===== config.mk =====
export PLATFORM = sky130hd
export DESIGN_NAME = ulpi_rx_decoder_flat
export DESIGN_NICKNAME = d
export VERILOG_FILES = /design/src/rtl/ulpi_rx_decoder_if.sv /design/src/rtl/ulpi_rx_decoder.sv /design/src/flat_wrapper.sv
export SDC_FILE = /design/constraint.sdc
export NUM_CORES = 1
export LEC_CHECK = 0
export CORE_MARGIN = 2
export CORE_UTILIZATION = 50
export DETAILED_ROUTE_END_ITERATION = 10
export PLACE_DENSITY = 0.76
export SLEW_MARGIN = 20
export SYNTH_ARGS = -nofsm -noshare
export SYNTH_HDL_FRONTEND = slang
export SYNTH_SLANG_ARGS = --single-unit
export TNS_END_PERCENT = 1

===== constraint.sdc =====
create_clock -name uclk -period 2.2 [get_ports uclk]
set_input_delay 0.66 -clock uclk [delete_from_list [all_inputs] [get_ports uclk]]
set_output_delay 0.66 -clock uclk [all_outputs]
set_load 0.01 [all_outputs]

===== src/rtl/ulpi_rx_decoder_if.sv =====
// Bundle of the registered ULPI receive-side pad signals plus the decoded byte stream and RX CMD status.
// master = decoder side, slave = pad stage / link packet layer side.
interface ulpi_rx_decoder_if;
    logic       udir;
    logic       unxt;
    logic [7:0] udata_in;

    logic       rx_dv;
    logic [7:0] rx_data;
    logic       rx_last;
    logic       rx_err;

    logic       rxcmd_vld;
    logic [1:0] linestate;
    logic [1:0] vbus_state;
    logic       rx_active;
    logic       host_disc;
    logic       id_gnd;
    logic       alt_int;

    modport master (
        input  udir, unxt, udata_in,
        output rx_dv, rx_data, rx_last, rx_err,
        output rxcmd_vld, linestate, vbus_state, rx_active, host_disc, id_gnd, alt_int
    );

    modport slave (
        output udir, unxt, udata_in,
        input  rx_dv, rx_data, rx_last, rx_err,
        input  rxcmd_vld, linestate, vbus_state, rx_active, host_disc, id_gnd, alt_int
    );
endinterface


===== src/rtl/ulpi_rx_decoder.sv =====
// Link-side ULPI receive decoder: separates RX CMD status from packet bytes and frames packets.
// Define ULPI_RX_STATS_EN to add the pkt_cnt / err_cnt statistics ports.
module ulpi_rx_decoder #(
    parameter int MAX_PKT = 1027,
    parameter int CNT_W   = 16
) (
    input  logic                  uclk,
    input  logic                  urst_n,
    ulpi_rx_decoder_if.master     bus
`ifdef ULPI_RX_STATS_EN
    ,
    output logic [CNT_W-1:0]      pkt_cnt,
    output logic [CNT_W-1:0]      err_cnt
`endif
);

    localparam int LEN_W = $clog2(MAX_PKT + 1);

    localparam logic [1:0] S_IDLE = 2'd0;
    localparam logic [1:0] S_TURN = 2'd1;
    localparam logic [1:0] S_RECV = 2'd2;

    // state holds the classification of the previous sample; cls classifies the current one
    logic [1:0]       state;
    logic [1:0]       cls;

    logic [7:0]       hold;
    logic             held;
    logic [LEN_W-1:0] len;
    logic             ovf;

    logic             dv_q;
    logic [7:0]       data_q;
    logic             last_q;
    logic             err_q;
    logic             cmd_q;
    logic [1:0]       ls_q;
    logic [1:0]       vb_q;
    logic             act_q;
    logic             hd_q;
    logic             id_q;
    logic             alt_q;

    logic             byte_in;
    logic             cmd_in;
    logic             cmd_err;
    logic             pkt_end;

    // NOTE: every signal driven here gets a default first, so no path leaves it unassigned (no latch).
    always_comb begin
        cls = S_IDLE;
        if (bus.udir) begin
            cls = (state == S_IDLE) ? S_TURN : S_RECV;
        end
    end

    assign byte_in = (cls == S_RECV) &&  bus.unxt;
    assign cmd_in  = (cls == S_RECV) && !bus.unxt;
    assign cmd_err = cmd_in && bus.udata_in[5] && bus.udata_in[4];
    // RxActive (bit 4 alone) keeps the packet open; anything else, or the bus turning back, closes it
    assign pkt_end = (cmd_in && (!bus.udata_in[4] || bus.udata_in[5]))
                   || ((cls == S_IDLE) && (state != S_IDLE));

    // NOTE: sequential state uses non-blocking assignments so all registers update from pre-edge values.
    always_ff @(posedge uclk or negedge urst_n) begin
        if (!urst_n) begin
            state  <= S_IDLE;
            hold   <= '0;
            held   <= 1'b0;
            len    <= '0;
            ovf    <= 1'b0;
            dv_q   <= 1'b0;
            data_q <= '0;
            last_q <= 1'b0;
            err_q  <= 1'b0;
            cmd_q  <= 1'b0;
            ls_q   <= '0;
            vb_q   <= '0;
            act_q  <= 1'b0;
            hd_q   <= 1'b0;
            id_q   <= 1'b0;
            alt_q  <= 1'b0;
        end else begin
            state  <= cls;
            dv_q   <= 1'b0;
            last_q <= 1'b0;
            err_q  <= 1'b0;
            cmd_q  <= 1'b0;

            if (byte_in) begin
                if (len == LEN_W'(MAX_PKT)) begin
                    ovf <= 1'b1;
                end else begin
                    len  <= len + LEN_W'(1);
                    hold <= bus.udata_in;
                    held <= 1'b1;
                    if (held) begin
                        dv_q   <= 1'b1;
                        data_q <= hold;
                    end
                end
            end

            if (pkt_end) begin
                if (held) begin
                    dv_q   <= 1'b1;
                    data_q <= hold;
                    last_q <= 1'b1;
                    err_q  <= cmd_err | ovf;
                end
                held <= 1'b0;
                len  <= '0;
                ovf  <= 1'b0;
            end

            if (cmd_in) begin
                cmd_q <= 1'b1;
                ls_q  <= bus.udata_in[1:0];
                vb_q  <= bus.udata_in[3:2];
                act_q <= bus.udata_in[4];
                hd_q  <= (bus.udata_in[5:4] == 2'b10);
                id_q  <= bus.udata_in[6];
                alt_q <= bus.udata_in[7];
            end

            // nxt during the turnaround means the PHY is already receiving
            if ((cls == S_TURN) && bus.unxt) begin
                cmd_q <= 1'b1;
                act_q <= 1'b1;
            end
        end
    end

    assign bus.rx_dv      = dv_q;
    assign bus.rx_data    = data_q;
    assign bus.rx_last    = last_q;
    assign bus.rx_err     = err_q;
    assign bus.rxcmd_vld  = cmd_q;
    assign bus.linestate  = ls_q;
    assign bus.vbus_state = vb_q;
    assign bus.rx_active  = act_q;
    assign bus.host_disc  = hd_q;
    assign bus.id_gnd     = id_q;
    assign bus.alt_int    = alt_q;

`ifdef ULPI_RX_STATS_EN
    always_ff @(posedge uclk or negedge urst_n) begin
        if (!urst_n) begin
            pkt_cnt <= '0;
            err_cnt <= '0;
        end else if (dv_q && last_q) begin
            pkt_cnt <= pkt_cnt + CNT_W'(1);
            if (err_q) begin
                err_cnt <= err_cnt + CNT_W'(1);
            end
        end
    end
`endif

endmodule

===== src/flat_wrapper.sv =====
// flat-port wrapper written by rule: the top's interface ports become plain ports
module ulpi_rx_decoder_flat 
#(
    parameter int MAX_PKT = 1027,
    parameter int CNT_W   = 16
)
  (uclk, urst_n, bus_udir, bus_unxt, bus_udata_in, bus_rx_dv, bus_rx_data, bus_rx_last, bus_rx_err, bus_rxcmd_vld, bus_linestate, bus_vbus_state, bus_rx_active, bus_host_disc, bus_id_gnd, bus_alt_int);
  ulpi_rx_decoder_if bus_i ();
  input  logic uclk;
  input  logic urst_n;
  input wire logic [$bits(bus_i.udir)-1:0] bus_udir;
  input wire logic [$bits(bus_i.unxt)-1:0] bus_unxt;
  input wire logic [$bits(bus_i.udata_in)-1:0] bus_udata_in;
  output wire logic [$bits(bus_i.rx_dv)-1:0] bus_rx_dv;
  output wire logic [$bits(bus_i.rx_data)-1:0] bus_rx_data;
  output wire logic [$bits(bus_i.rx_last)-1:0] bus_rx_last;
  output wire logic [$bits(bus_i.rx_err)-1:0] bus_rx_err;
  output wire logic [$bits(bus_i.rxcmd_vld)-1:0] bus_rxcmd_vld;
  output wire logic [$bits(bus_i.linestate)-1:0] bus_linestate;
  output wire logic [$bits(bus_i.vbus_state)-1:0] bus_vbus_state;
  output wire logic [$bits(bus_i.rx_active)-1:0] bus_rx_active;
  output wire logic [$bits(bus_i.host_disc)-1:0] bus_host_disc;
  output wire logic [$bits(bus_i.id_gnd)-1:0] bus_id_gnd;
  output wire logic [$bits(bus_i.alt_int)-1:0] bus_alt_int;
  assign bus_i.udir = bus_udir;
  assign bus_i.unxt = bus_unxt;
  assign bus_i.udata_in = bus_udata_in;
  assign bus_rx_dv = bus_i.rx_dv;
  assign bus_rx_data = bus_i.rx_data;
  assign bus_rx_last = bus_i.rx_last;
  assign bus_rx_err = bus_i.rx_err;
  assign bus_rxcmd_vld = bus_i.rxcmd_vld;
  assign bus_linestate = bus_i.linestate;
  assign bus_vbus_state = bus_i.vbus_state;
  assign bus_rx_active = bus_i.rx_active;
  assign bus_host_disc = bus_i.host_disc;
  assign bus_id_gnd = bus_i.id_gnd;
  assign bus_alt_int = bus_i.alt_int;
  ulpi_rx_decoder #(.MAX_PKT(MAX_PKT), .CNT_W(CNT_W)) u_core (.uclk(uclk), .urst_n(urst_n), .bus(bus_i));
endmodule

# Word level (Yosys, flattened, before mapping)
# Cells that the tools add are included.
[totals] regBits=43 in_bits=12
[classes] eq_ne=5 mux=28 n_addsub=1 n_bitwise=2 n_reduce_logical=20
[op_table] cell="$mux W8" count=5
[op_table] cell="$mux W11" count=3
[op_table] cell="$mux W1" count=18
[op_table] cell="$add A11 B1 Y11 const B" count=1
[op_table] cell="$eq A11 B11 Y1 const B" count=1
[op_table] cell="$reduce_bool A2 Y1" count=4
[op_table] cell="$logic_and A1 B1 Y1" count=7
[op_table] cell="$reduce_and A2 Y1" count=3
[op_table] cell="$eq A2 B2 Y1 const B" count=2
[op_table] cell="$logic_not A2 Y1" count=2
[op_table] cell="$mux W2" count=2
[op_table] cell="$eq A2 B1 Y1 const B" count=1
[op_table] cell="$logic_not A1 Y1" count=2
[op_table] cell="$logic_or A1 B1 Y1" count=2
[op_table] cell="$ne A2 B1 Y1 const B" count=1
[op_table] cell="$not A1 Y1" count=1
[op_table] cell="$or A1 B1 Y1" count=1

# Longest topological paths before layout
[logic_depth] word_depth=10 depth_mapped=6

# Worst setup path after synthesis
# No wires, ideal clock.
[synth_path] kind="input-to-reg" startpoint="in bus_unxt" endpoint="reg u_core.hold[0]" stages=5 required_time_ps=2075 arrival_time_ps=1775 slack_ps=300 cell_sequence="buf_4 > o211ai_1 > a31oi_4 > buf_4 > mux2_2"
[synth_via] elab_chain_len=2
[synth_rtl] item="start, declared" line_no="flat_wrapper.sv:12" text="input wire logic [$bits(bus_i.unxt)-1:0] bus_unxt;"
[synth_rtl] item="$logic_and A1 B1 Y1" line_no="ulpi_rx_decoder.sv:57" text="assign byte_in = (cls == S_RECV) && bus.unxt;"
[synth_rtl] item="$reduce_and A2 Y1 (no source line)"
[synth_rtl] item="end signal, assigned" line_no="ulpi_rx_decoder.sv:95" text="hold <= bus.udata_in;"
[synth_rtl] item="end, declared" line_no="ulpi_rx_decoder.sv:27" text="logic [7:0] hold;"
# No other way between the ends.
# A chain may end at the register's enable or synchronous reset.

==> flow_summary_export.csv <==
group,metric,value,unit
routing,routed_wl,3610,µm
clock_tree,clockRootBuffer,"clkbuf_8",
clock_tree,cts_max_level,2,
finish,instances_no_fill,241,
placed_design,dp_hpwl,2650,µm
die,die_w,64.8,µm
die,std_cell_rows,22,
worst_setup_path,cp-start-kind,"input pin",
sta,fin_crit,2080,ps
global_routing,grt_pass1_wl,6240,µm
clock_tree,cts-buffers-inserted,5,
clock_tree,clkLatencyLatePin,300,ps
clock_tree,max-clock-path-buffers,2,
synthesis,synth_top_area_share,0.582,
clock_tree,clk_pin_slew,80,ps
pwr,irDropWorstVdd,0.661,mV
sta,skew,10.1,ps
worst_hold_path,hp-class,"in2async",
synthesis,synth.avg_cell_area,13.0,µm²
synthesis,syn_area,1850,µm²
routing,routedWlPerCell,15.0,µm
synthesis,synth-seq-cells,43,
die,initial_core_util,0.512,
worst_setup_path,cp.arrival,2260,ps
finish,antenna_cells,0,
synthesis,synthFlopType,"dfrtp_1",
global_routing,gr-usage-all-layers,0.198,
routing,vias,1263,
routing,vias_per_cell,5.24,
clock_tree,post-cts-setup-buffers,0,
die,fp.dieH,64.8,µm
pwr,pwr_density_cell,902,nW/µm²
synthesis,synthCells,142,
synthesis,synthTopCellsByCount,"dfrtp_1 (43), mux2_2 (22), nand2_1 (12)",
sta,holdWs,427,ps
routing,drc,0,
worst_setup_path,r2r-start,"u_core.len[7]$_DFFE_PN0P_",
finish,layout.nets,205,
routing,antenna_left,0,
sta,min_period_over_period,0.946,
sta,setup_viol,0,
finish,nFillCells,293,
finish,area_growth,30.6,%
global_routing,grt_max_degree,44,
global_routing,grt_pass1_vias,1352,
placed_design,place_inst,233,
placed_design,gp_congestion,0.829,
finish,multi_input_area,742,µm²
die,num_io_pins,32,
worst_setup_path,reg2reg_depth,4,
sta,rsz0062_at_grt,"false",
global_routing,antenna_found_initial,0,
clock_tree,cts_num_sinks,43,
sta,slew_headroom,0.638,
flow_run,maxCapViolations,0,
worst_setup_path,r2r_setup_slack,330,ps
placed_design,portBuffers,31,
pwr,leakage,1.08,nW
worst_setup_path,crit_path_end_kind,"flop",
worst_setup_path,worst-path-max-fanout,9,
finish,final-seq-area,1080,µm²
routing,drt-pass1-iter-count,4,
sta,hold_viol_final,0,
worst_setup_path,max_stage_delay,560,ps
global_routing,grt_overflow,0,
clock_tree,cts_hold_buf,0,
synthesis,async_flop_share,1.00,
worst_setup_path,cpLargestDelayFamily,"buffers and inverters",
worst_setup_path,cp_slowest_cell,"clkdlybuf4s50_1",
sta,slew_violations,0,
synthesis,synth_largest_area_cell,"dfrtp_1",
die,fp.coreArea,3610,µm²
worst_setup_path,criticalPathCategory,"in2reg",
synthesis,seq_area_frac_synth,0.582,
die,die-area,4200,µm²
clock_tree,tritoncts,"yes",
synthesis,yosys_warnings,0,
outcome,outcome,"completed",
routing,drt-initial-drc-count,63,
worst_setup_path,crit_chain,"clkdlybuf4s50_1, a2bb2oi_1, and2_1, o21ai_4, mux2_2",
finish,drive_gt1_frac,0.259,
synthesis,post-synth-top-count-cell,"dfrtp_1",
synthesis,synth_cell_types,36,
synthesis,synthTopCellsByArea,"dfrtp_1 (58%), mux2_2 (13%), nand2_1 (2.4%)",
sta,fmaxAchievable,0.480,GHz
clock_tree,post_cts_resized,0,
synthesis,synth_edf_count,0,
worst_setup_path,worstPathRequired,2380,ps
worst_setup_path,critical_path_buf_inv_count,1,
sta,worstMarginPinSlew,542,ps
synthesis,syn_nets,155,
==> per-stage QoR <==
stage	instance area, µm²	setup WS, ps	setup TNS [ps]	power [W]	utilization
4_1_cts	2410	111	0	0.00220	0.669
6_report	2410	118	0	0.00218	0.669
3_3_place_gp	2330	-148	-2430	0.00168	0.646
5_1_grt	2410	22.5	0	0.00230	0.669
2_1_floorplan	1850	300	0	0.00134	-
3_5_place_dp	2330	-202	-3440	0.00171	0.646
==> how the worst max path moves through the flow <==
stage	cells past startpoint	end	start
after floorplan	5	u_core.hold[0]$_DFFE_PN0P_	bus_unxt
after global placement	5	flop	bus_udir
after detailed placement	5	flop	bus_udir
after CTS	5	flop	bus_udir
after global routing	5	flop	bus_udir
final	5	flop	bus_udir
==> placed cells by master (no fill, tap or decap), types with 3 or more instances in the layout <==
master            n
buf_4            13
o21ai_0           4
nand3_1           4
nand2_1          12
nor2_1            9
clkbuf_8          5
dfrtp_1          43
clkdlybuf4s50_1  30
xor2_1            3
and2_1            6
mux2_2           22
==> report_power, final <==
| part | switching, W | total (W) | internal, W |
|---|---|---|---|
| sequential | 0.000104 | 0.00107 | 0.000967 |
| clock | 0.000268 | 0.000490 | 0.000222 |
| combinational | 0.000229 | 0.000617 | 0.000388 |
| total | 0.000600 | 0.00218 | 0.00158 |
==> cells by family (layout without fill, tap and decap cells) <==
group                      after synthesis  after routing  synth area share
xor gates and xnor gates                 5              5            0.0237
muxes                                   24             24             0.145
DFF                                     43             43             0.582
and+or+nand+nor                         47             47             0.150
adders and majority gates                1              1           0.00677
AOI/OAI and AO/OA                       17             17            0.0758
buffers and inverters                    5             56            0.0162
==> routing by layer <==
layer / part of all wire / vias up / routed length (µm) / track usage
met2: 0.51 / 19 / 1850 / 0.332
met4: 0.014 / 0 / 51 / 0.0798
li1: - / 599 / - / -
met3: 0.028 / 6 / 101 / 0.0365
met1: 0.45 / 639 / 1610 / 0.252
met5: 0 / - / 0 / 0
==> final cells by class <==
type | instances | area share
clock buffers | 6 | 0.0301
clock inverters | 2 | 0.00518
inverters | 2 | 0.00311
multi-input cells | 94 | 0.307
flip-flops and latches | 43 | 0.446
well taps | 48 | 0.0249
repair buffers | 46 | 0.184
Power figures use the tool's default switching activity.
